**src/rtl/div_unit_pkg.sv**
```systemverilog
// Shared definitions for the multi-cycle divider: width default, FSM encoding,
// divide-by-zero quotient and the per-operation control record.
package div_unit_pkg;

    localparam int unsigned DIV_WIDTH = 32;

    // FSM encoding kept as plain constants for compatibility with older flows
    localparam logic [1:0] ST_IDLE = 2'b00;
    localparam logic [1:0] ST_BUSY = 2'b01;
    localparam logic [1:0] ST_DONE = 2'b10;

    // Quotient reported when the divisor is zero
    localparam logic [DIV_WIDTH-1:0] DIV_ZERO_Q = '1;

    // Per-operation flags captured together with the operands
    typedef struct packed {
        logic q_neg;     // negate quotient at the end
        logic r_neg;     // negate remainder at the end
        logic div_zero;  // divisor was zero
    } div_ctrl_t;

endpackage

```
**src/rtl/div_step.sv**
```systemverilog
// One radix-2 restoring division step: shift in the next dividend bit and
// trial-subtract the divisor.
module div_step
    import div_unit_pkg::*;
#(
    parameter int unsigned WIDTH = DIV_WIDTH
) (
    input  logic [WIDTH-1:0] i_rem,
    input  logic             i_bit,
    input  logic [WIDTH-1:0] i_divisor,
    output logic [WIDTH-1:0] o_rem,
    output logic             o_qbit
);

    // Shifted remainder needs one extra bit; the subtraction one more for the borrow
    logic [WIDTH:0]   w_shift;
    logic [WIDTH+1:0] w_diff;
    logic             w_unused;

    // Trial subtraction; keep the difference only when it did not borrow
    always_comb begin
        w_shift = {i_rem, i_bit};
        w_diff  = {1'b0, w_shift} - {2'b00, i_divisor};
        o_qbit  = ~w_diff[WIDTH+1];
        o_rem   = o_qbit ? w_diff[WIDTH-1:0] : w_shift[WIDTH-1:0];
    end

    // The result always fits in WIDTH bits, so these top bits are never needed
    assign w_unused = ^{w_shift[WIDTH], w_diff[WIDTH]};

endmodule

```
**src/rtl/div_unit.sv**
```systemverilog
// Multi-cycle DIV/DIVU unit: restoring radix-2 divider producing quotient (lo)
// and remainder (hi), one quotient bit per cycle, with registered busy/done.
module div_unit
    import div_unit_pkg::*;
#(
    parameter int unsigned WIDTH = DIV_WIDTH
) (
    input  logic             i_clk,
    input  logic             i_rst,
    input  logic             i_start,
    input  logic             i_signed_div,
    input  logic             i_cancel,
    input  logic [WIDTH-1:0] i_a,
    input  logic [WIDTH-1:0] i_b,
    output logic             o_busy,
    output logic             o_done,
    output logic [WIDTH-1:0] o_hi,
    output logic [WIDTH-1:0] o_lo
);

    localparam int unsigned      CNT_W    = $clog2(WIDTH);
    localparam logic [CNT_W-1:0] LAST_CNT = CNT_W'(WIDTH - 1);
    localparam logic [WIDTH-1:0] ZERO_Q   = {WIDTH{DIV_ZERO_Q[0]}};

    logic [1:0]       r_state;
    logic [CNT_W-1:0] r_cnt;
    logic [WIDTH-1:0] r_rem;
    logic [WIDTH-1:0] r_dvd;   // dividend bits shift out the top, quotient bits in the bottom
    logic [WIDTH-1:0] r_dvs;
    div_ctrl_t        r_ctrl;
    logic             r_busy;
    logic             r_done;
    logic [WIDTH-1:0] r_hi;
    logic [WIDTH-1:0] r_lo;

    logic             w_neg_a;
    logic             w_neg_b;
    logic [WIDTH-1:0] w_a_abs;
    logic [WIDTH-1:0] w_b_abs;
    logic [WIDTH-1:0] w_step_rem;
    logic             w_step_q;
    logic [WIDTH-1:0] w_quot;
    logic [WIDTH-1:0] w_quot_fix;
    logic [WIDTH-1:0] w_rem_fix;

    // Operand magnitudes; abs only applies to signed divides
    always_comb begin
        w_neg_a = i_signed_div & i_a[WIDTH-1];
        w_neg_b = i_signed_div & i_b[WIDTH-1];
        w_a_abs = w_neg_a ? -i_a : i_a;
        w_b_abs = w_neg_b ? -i_b : i_b;
    end

    div_step #(
        .WIDTH     (WIDTH)
    ) u_div_step (
        .i_rem     (r_rem),
        .i_bit     (r_dvd[WIDTH-1]),
        .i_divisor (r_dvs),
        .o_rem     (w_step_rem),
        .o_qbit    (w_step_q)
    );

    // Final-step results with sign correction and divide-by-zero override
    always_comb begin
        w_quot     = {r_dvd[WIDTH-2:0], w_step_q};
        w_quot_fix = r_ctrl.div_zero ? ZERO_Q : (r_ctrl.q_neg ? -w_quot : w_quot);
        w_rem_fix  = r_ctrl.r_neg ? -w_step_rem : w_step_rem;
    end

    // FSM, iteration counter, datapath registers and hi/lo result registers
    always_ff @(posedge i_clk) begin
        if (i_rst) begin
            r_state <= ST_IDLE;
            r_cnt   <= '0;
            r_rem   <= '0;
            r_dvd   <= '0;
            r_dvs   <= '0;
            r_ctrl  <= '0;
            r_busy  <= 1'b0;
            r_done  <= 1'b0;
            r_hi    <= '0;
            r_lo    <= '0;
        end else begin
            r_done <= 1'b0;
            case (r_state)
                ST_IDLE: begin
                    // cancel wins over a simultaneous start
                    if (i_start && !i_cancel) begin
                        r_dvd           <= w_a_abs;
                        r_dvs           <= w_b_abs;
                        r_rem           <= '0;
                        r_cnt           <= '0;
                        r_ctrl.q_neg    <= w_neg_a ^ w_neg_b;
                        r_ctrl.r_neg    <= w_neg_a;
                        r_ctrl.div_zero <= (i_b == '0);
                        r_busy          <= 1'b1;
                        r_state         <= ST_BUSY;
                    end
                end
                ST_BUSY: begin
                    if (i_cancel) begin
                        r_busy  <= 1'b0;
                        r_state <= ST_IDLE;
                    end else begin
                        r_rem <= w_step_rem;
                        r_dvd <= w_quot;
                        r_cnt <= r_cnt + 1'b1;
                        if (r_cnt == LAST_CNT) begin
                            r_hi    <= w_rem_fix;
                            r_lo    <= w_quot_fix;
                            r_busy  <= 1'b0;
                            r_done  <= 1'b1;
                            r_state <= ST_DONE;
                        end
                    end
                end
                ST_DONE: begin
                    r_state <= ST_IDLE;
                end
                default: begin
                    r_state <= ST_IDLE;
                end
            endcase
        end
    end

    assign o_busy = r_busy;
    assign o_done = r_done;
    assign o_hi   = r_hi;
    assign o_lo   = r_lo;

endmodule

```
**config.mk**
```make
export PLATFORM = sky130hd
export DESIGN_NAME = div_unit
export DESIGN_NICKNAME = d
export VERILOG_FILES = /design/src/rtl/div_unit_pkg.sv /design/src/rtl/div_step.sv /design/src/rtl/div_unit.sv
export SDC_FILE = /design/constraint.sdc
export NUM_CORES = 1
export LEC_CHECK = 0
export BUFFER_PORTS_ARGS = -buffer_cell sky130_fd_sc_hd__buf_2
export CAP_MARGIN = 20
export CORE_MARGIN = 3
export CORE_UTILIZATION = 58
export DETAILED_ROUTE_END_ITERATION = 10
export GPL_ROUTABILITY_DRIVEN = 1
export PLACE_DENSITY = 0.79
export SKIP_CTS_REPAIR_TIMING = 1
export SLEW_MARGIN = 20
export SYNTH_ARGS = -nofsm -noshare
export SYNTH_HDL_FRONTEND = slang
export SYNTH_SLANG_ARGS = --single-unit
```
**constraint.sdc**
```tcl
create_clock -name i_clk -period 6.2 [get_ports i_clk]
set_clock_uncertainty 0.1 [all_clocks]
set_input_delay 0.62 -clock i_clk [delete_from_list [all_inputs] [get_ports i_clk]]
set_output_delay 0.62 -clock i_clk [all_outputs]
set_load 0.005 [all_outputs]
```
==> run_results.csv <==
group,metric,value,unit
synth,area_fraction_in_compound_gates_after_synthesis,0.2767,
synth,yosysSeqAreaShare,0.2967,
clocking,cts-htree-levels,4,
route,ant_nets,0,
timing,setup-tns-final,0,ns
timing,worst_max_slew_pin_slew,0.9343,ns
route,drt_first_pass_iters,8,
synth,syn-instance-count,1538,
clocking,clock-root-buffer,"sky130_fd_sc_hd__clkbuf_16",
floorplan,die_area,21740,um^2
floorplan,effective_utilization_at_floorplan,0.5924,
timing,grt_setup_unrepaired,"false",
floorplan,die_h,147.5,um
setup_path,crit_path_to,"o_hi[30]",
placement,place_inst,1850,
synth,yosysMostFrequentCell,"sky130_fd_sc_hd__nor2_1",
power,netSwitchingFraction,0.3252,
floorplan,die_width,147.5,um
setup_path,setup.worst_path.start_class,"flop",
timing,slew_viol_final,0,
timing,setup_viol,0,
final_layout,synthToLayoutAreaGrowth,11.17,%
power,power.clock.fraction,0.371,
power,power.internal,1.922,mW
timing,hold_violations,0,
route,num_vias,11710,
timing,period_share,0.8182,
power,comb_power_share,0.217,
floorplan,io-pin-count,135,
timing,timing.slew.headroom,0.3690,
global_routing,grt_start_max_net_pins,74,
route,routed_via_density,6.217,
power,power_density,220.7,nW/um^2
synth,synthesis_stage_register_bit_count,172,
run,drv.max_cap_violation_count,0,
synth,synth_area,11600,um^2
synth,synth_top_family_by_area,"compound AO/OA/AOI/OAI gates",
synth,yosys.area_share.simple,0.2177,
synth,avgSynthCellArea,7.545,um^2
floorplan,fp.coreArea,19590,um^2
setup_path,worstPathRequired,6.43,ns
power,total_power,2.848,mW
route,drc,0,
floorplan,core.rowCount,51,
power,seqPwrFrac,0.412,
global_routing,grt_pass1_vias,10660,
synth,post_synth_mux_area_share,0.01844,
placement,dp.final_hpwl,25170,um
synth,ys.flop_type,"sky130_fd_sc_hd__dfxtp_1",
synth,synth-edff-count,0,
synth,synth-async-reset-ratio,0,
clocking,worst_setup_hold_path_clk_slew,0.07,ns
synth,warnings_from_yosys,0,
global_routing,grt_remaining_overflow,0,
global_routing,globalRouteTotalUtil,0.3096,
clocking,clock-sinks,172,
outcome,outcome,"completed",
synth,synthAdderAreaFrac,0.04270,
placement,placed_area,12310,um^2
synth,synth.lib_cells_used.distinct,89,
clocking,cts_tree,"done",
final_layout,n_antenna_cell,0,
final_layout,fin_area,12900,um^2
global_routing,number_of_antenna_violations_at_the_first_check_in_global_routing,1,
final_layout,layout_cell_share_with_drive_strength_beyond_1,0.1341,
global_routing,first_pass_grt_wire_length,55170,um
setup_path,critical_path_peak_fanout,13,
timing,post-route-min-period,5.073,ns
power,power_switching,0.9262,mW
setup_path,arrival,5.30,ns
clocking,cts_max_path_buffers,2,
clocking,cts_made_buffers,17,
setup_path,cp-startpoint,"r_rem[12]",
synth,synth.net_count,1646,
setup_path,timing.rr.start,"r_rem[12]",
route,route.detailed.wl_per_inst,18.16,um
setup_path,setup.reg_to_reg.worst_slack,1.13,ns
power,ir_drop,0.2054,mV
synth,yosys.area_share.xor_xnor,0.09423,
synth,synth_top_area_cell,"sky130_fd_sc_hd__dfxtp_1",
placement,gpl.final_weighted_congestion,0.9803,
route,dr.first_iter.drc_count,1064,
power,p_leak,5.208,nW
synth,synth.area.top_cells,"sky130_fd_sc_hd__dfxtp_1, sky130_fd_sc_hd__nor2_1, sky130_fd_sc_hd__a21oi_1",
setup_path,ff2ff_path_depth,17,
final_layout,stdcell_count,1883,
worst_hold_path,holdCritPathClass,"reg -> reg",
setup_path,worstReg2RegEnd,"o_hi[30]",
setup_path,critical_setup_path_class,"reg -> reg",
route,wl,34190,um
synth,netlist_top_cells_count,"sky130_fd_sc_hd__nor2_1, sky130_fd_sc_hd__dfxtp_1, sky130_fd_sc_hd__a21oi_1",
clocking,clock_latency,0.44,ns
placement,buffer_ports.inserted,134,
final_layout,final.fill_count,1732,
timing,maxClockFrequency,197.1,MHz
synth,top_cell_type_s_share_of_synthesized_area,0.2967,
setup_path,worst_setup_path_end_kind,"flop",
final_layout,finalNetCount,1713,
[power by group through the flow]
| stage | clock network, mW | logic [mW] | registers [mW] |
|---|---|---|---|
| after floorplan | 0 | 0.446 | 1.18 |
| after global placement | 0 | 0.592 | 1.19 |
| after detailed placement | 0 | 0.599 | 1.20 |
| after CTS | 1.06 | 0.604 | 1.17 |
| after global routing | 1.10 | 0.682 | 1.18 |
| final | 1.06 | 0.619 | 1.17 |
[how the worst min path moves through the flow]
stage | startpoint | end | depth (start not counted)
final | o_hi[7] | o_hi[7] | 2
after global routing | o_hi[8] | o_hi[8] | 2
after detailed placement | o_hi[26] | o_hi[26] | 2
after floorplan | r_dvs[21] | r_dvs[21] | 2
after CTS | o_hi[26] | o_hi[26] | 2
after global placement | o_hi[10] | o_hi[10] | 2
[worst max-delay path, stage by stage, from the launching register on]
cell and delay, ns:
sky130_fd_sc_hd__dfxtp_1 0.36, sky130_fd_sc_hd__ha_1 0.52, sky130_fd_sc_hd__and4_1 0.34, sky130_fd_sc_hd__a21boi_0 0.34
sky130_fd_sc_hd__nand3_1 0.12, sky130_fd_sc_hd__a21o_2 0.23, sky130_fd_sc_hd__nand3_4 0.11, sky130_fd_sc_hd__mux2i_1 0.28
sky130_fd_sc_hd__ha_1 0.25, sky130_fd_sc_hd__inv_1 0.08, sky130_fd_sc_hd__a211oi_1 0.22, sky130_fd_sc_hd__nor4bb_1 0.45
sky130_fd_sc_hd__nand4_1 0.25, sky130_fd_sc_hd__a2111oi_2 0.39, sky130_fd_sc_hd__nand3_1 0.23, sky130_fd_sc_hd__nor4_2 0.26
sky130_fd_sc_hd__nor3_1 0.08, sky130_fd_sc_hd__a311o_1 0.34
[routing by layer]
layer	vias to the layer above	share of wire	GRT usage
li1	5698	-	-
met1	5465	0.44	0.4367
met2	471	0.45	0.4800
met3	71	0.083	0.05855
met4	2	0.029	0.1030
met5	-	0.00047	0
[registers in the layout, indices dropped and copies added (netlist names)]
signal / cells
r_state: 2
o_busy: 1
o_done: 1
r_ctrl: 3
o_hi: 32
r_rem: 32
r_dvs: 32
o_lo: 32
r_dvd: 32
r_cnt: 5
[cell families (layout without fill, tap and decap cells)]
family / count (synthesis) / in the layout
adders and majority gates: 39 / 39
xor gates and xnor gates: 124 / 124
muxes: 21 / 21
AOI/OAI and AO/OA: 483 / 483
and+or+nand+nor: 543 / 543
DFF: 172 / 172
buffers and inverters: 156 / 236
[layout by cell type, fill, tap and decap left out, types with 7 or more instances in the layout]
cell type                   instances
sky130_fd_sc_hd__a21o_1            16
sky130_fd_sc_hd__a31oi_1            8
sky130_fd_sc_hd__inv_6              7
sky130_fd_sc_hd__buf_2            133
sky130_fd_sc_hd__o211ai_1           7
sky130_fd_sc_hd__a311oi_1          11
sky130_fd_sc_hd__nor2_1           220
sky130_fd_sc_hd__mux2i_1           18
sky130_fd_sc_hd__buf_4             13
sky130_fd_sc_hd__o22ai_1           12
sky130_fd_sc_hd__o21a_1             7
sky130_fd_sc_hd__o41ai_1           15
sky130_fd_sc_hd__and3_1            11
sky130_fd_sc_hd__a211oi_1          69
sky130_fd_sc_hd__or3_1             18
sky130_fd_sc_hd__clkbuf_16         17
sky130_fd_sc_hd__nand4_1           16
sky130_fd_sc_hd__nand2_1          141
sky130_fd_sc_hd__a22oi_1           18
sky130_fd_sc_hd__inv_1             54
sky130_fd_sc_hd__xor2_1            67
sky130_fd_sc_hd__a21oi_1          148
sky130_fd_sc_hd__or4_1             15
sky130_fd_sc_hd__o31ai_1           18
sky130_fd_sc_hd__nor4_1            12
sky130_fd_sc_hd__ha_1              38
sky130_fd_sc_hd__nor3_1            35
sky130_fd_sc_hd__xnor2_1           56
sky130_fd_sc_hd__and2_1            15
sky130_fd_sc_hd__nand3_1           24
sky130_fd_sc_hd__dfxtp_1          171
sky130_fd_sc_hd__o21ai_0           90
[stage by stage]
step	utilization	setup WS [ns]	hold slack, ns
2_1_floorplan	-	0.9748	0.3319
3_3_place_gp	0.6283	1.441	0.3372
3_5_place_dp	0.6283	1.251	0.3410
4_1_cts	0.6571	1.213	0.3503
5_1_grt	0.6586	0.6287	0.3720
6_report	0.6586	1.127	0.3496
[layout make-up]
cell class,instances,area [um^2],area share
clock inverter,13,130.1,0.01009
timing repair buffer,147,790.8,0.06129
tap,265,331.6,0.02570
sequential,172,3445,0.2670
multi-input combinational,1210,7557,0.5858
clock buffer,19,432.9,0.03356
inverter,57,214.0,0.01658
Power figures use the tool's default switching activity.
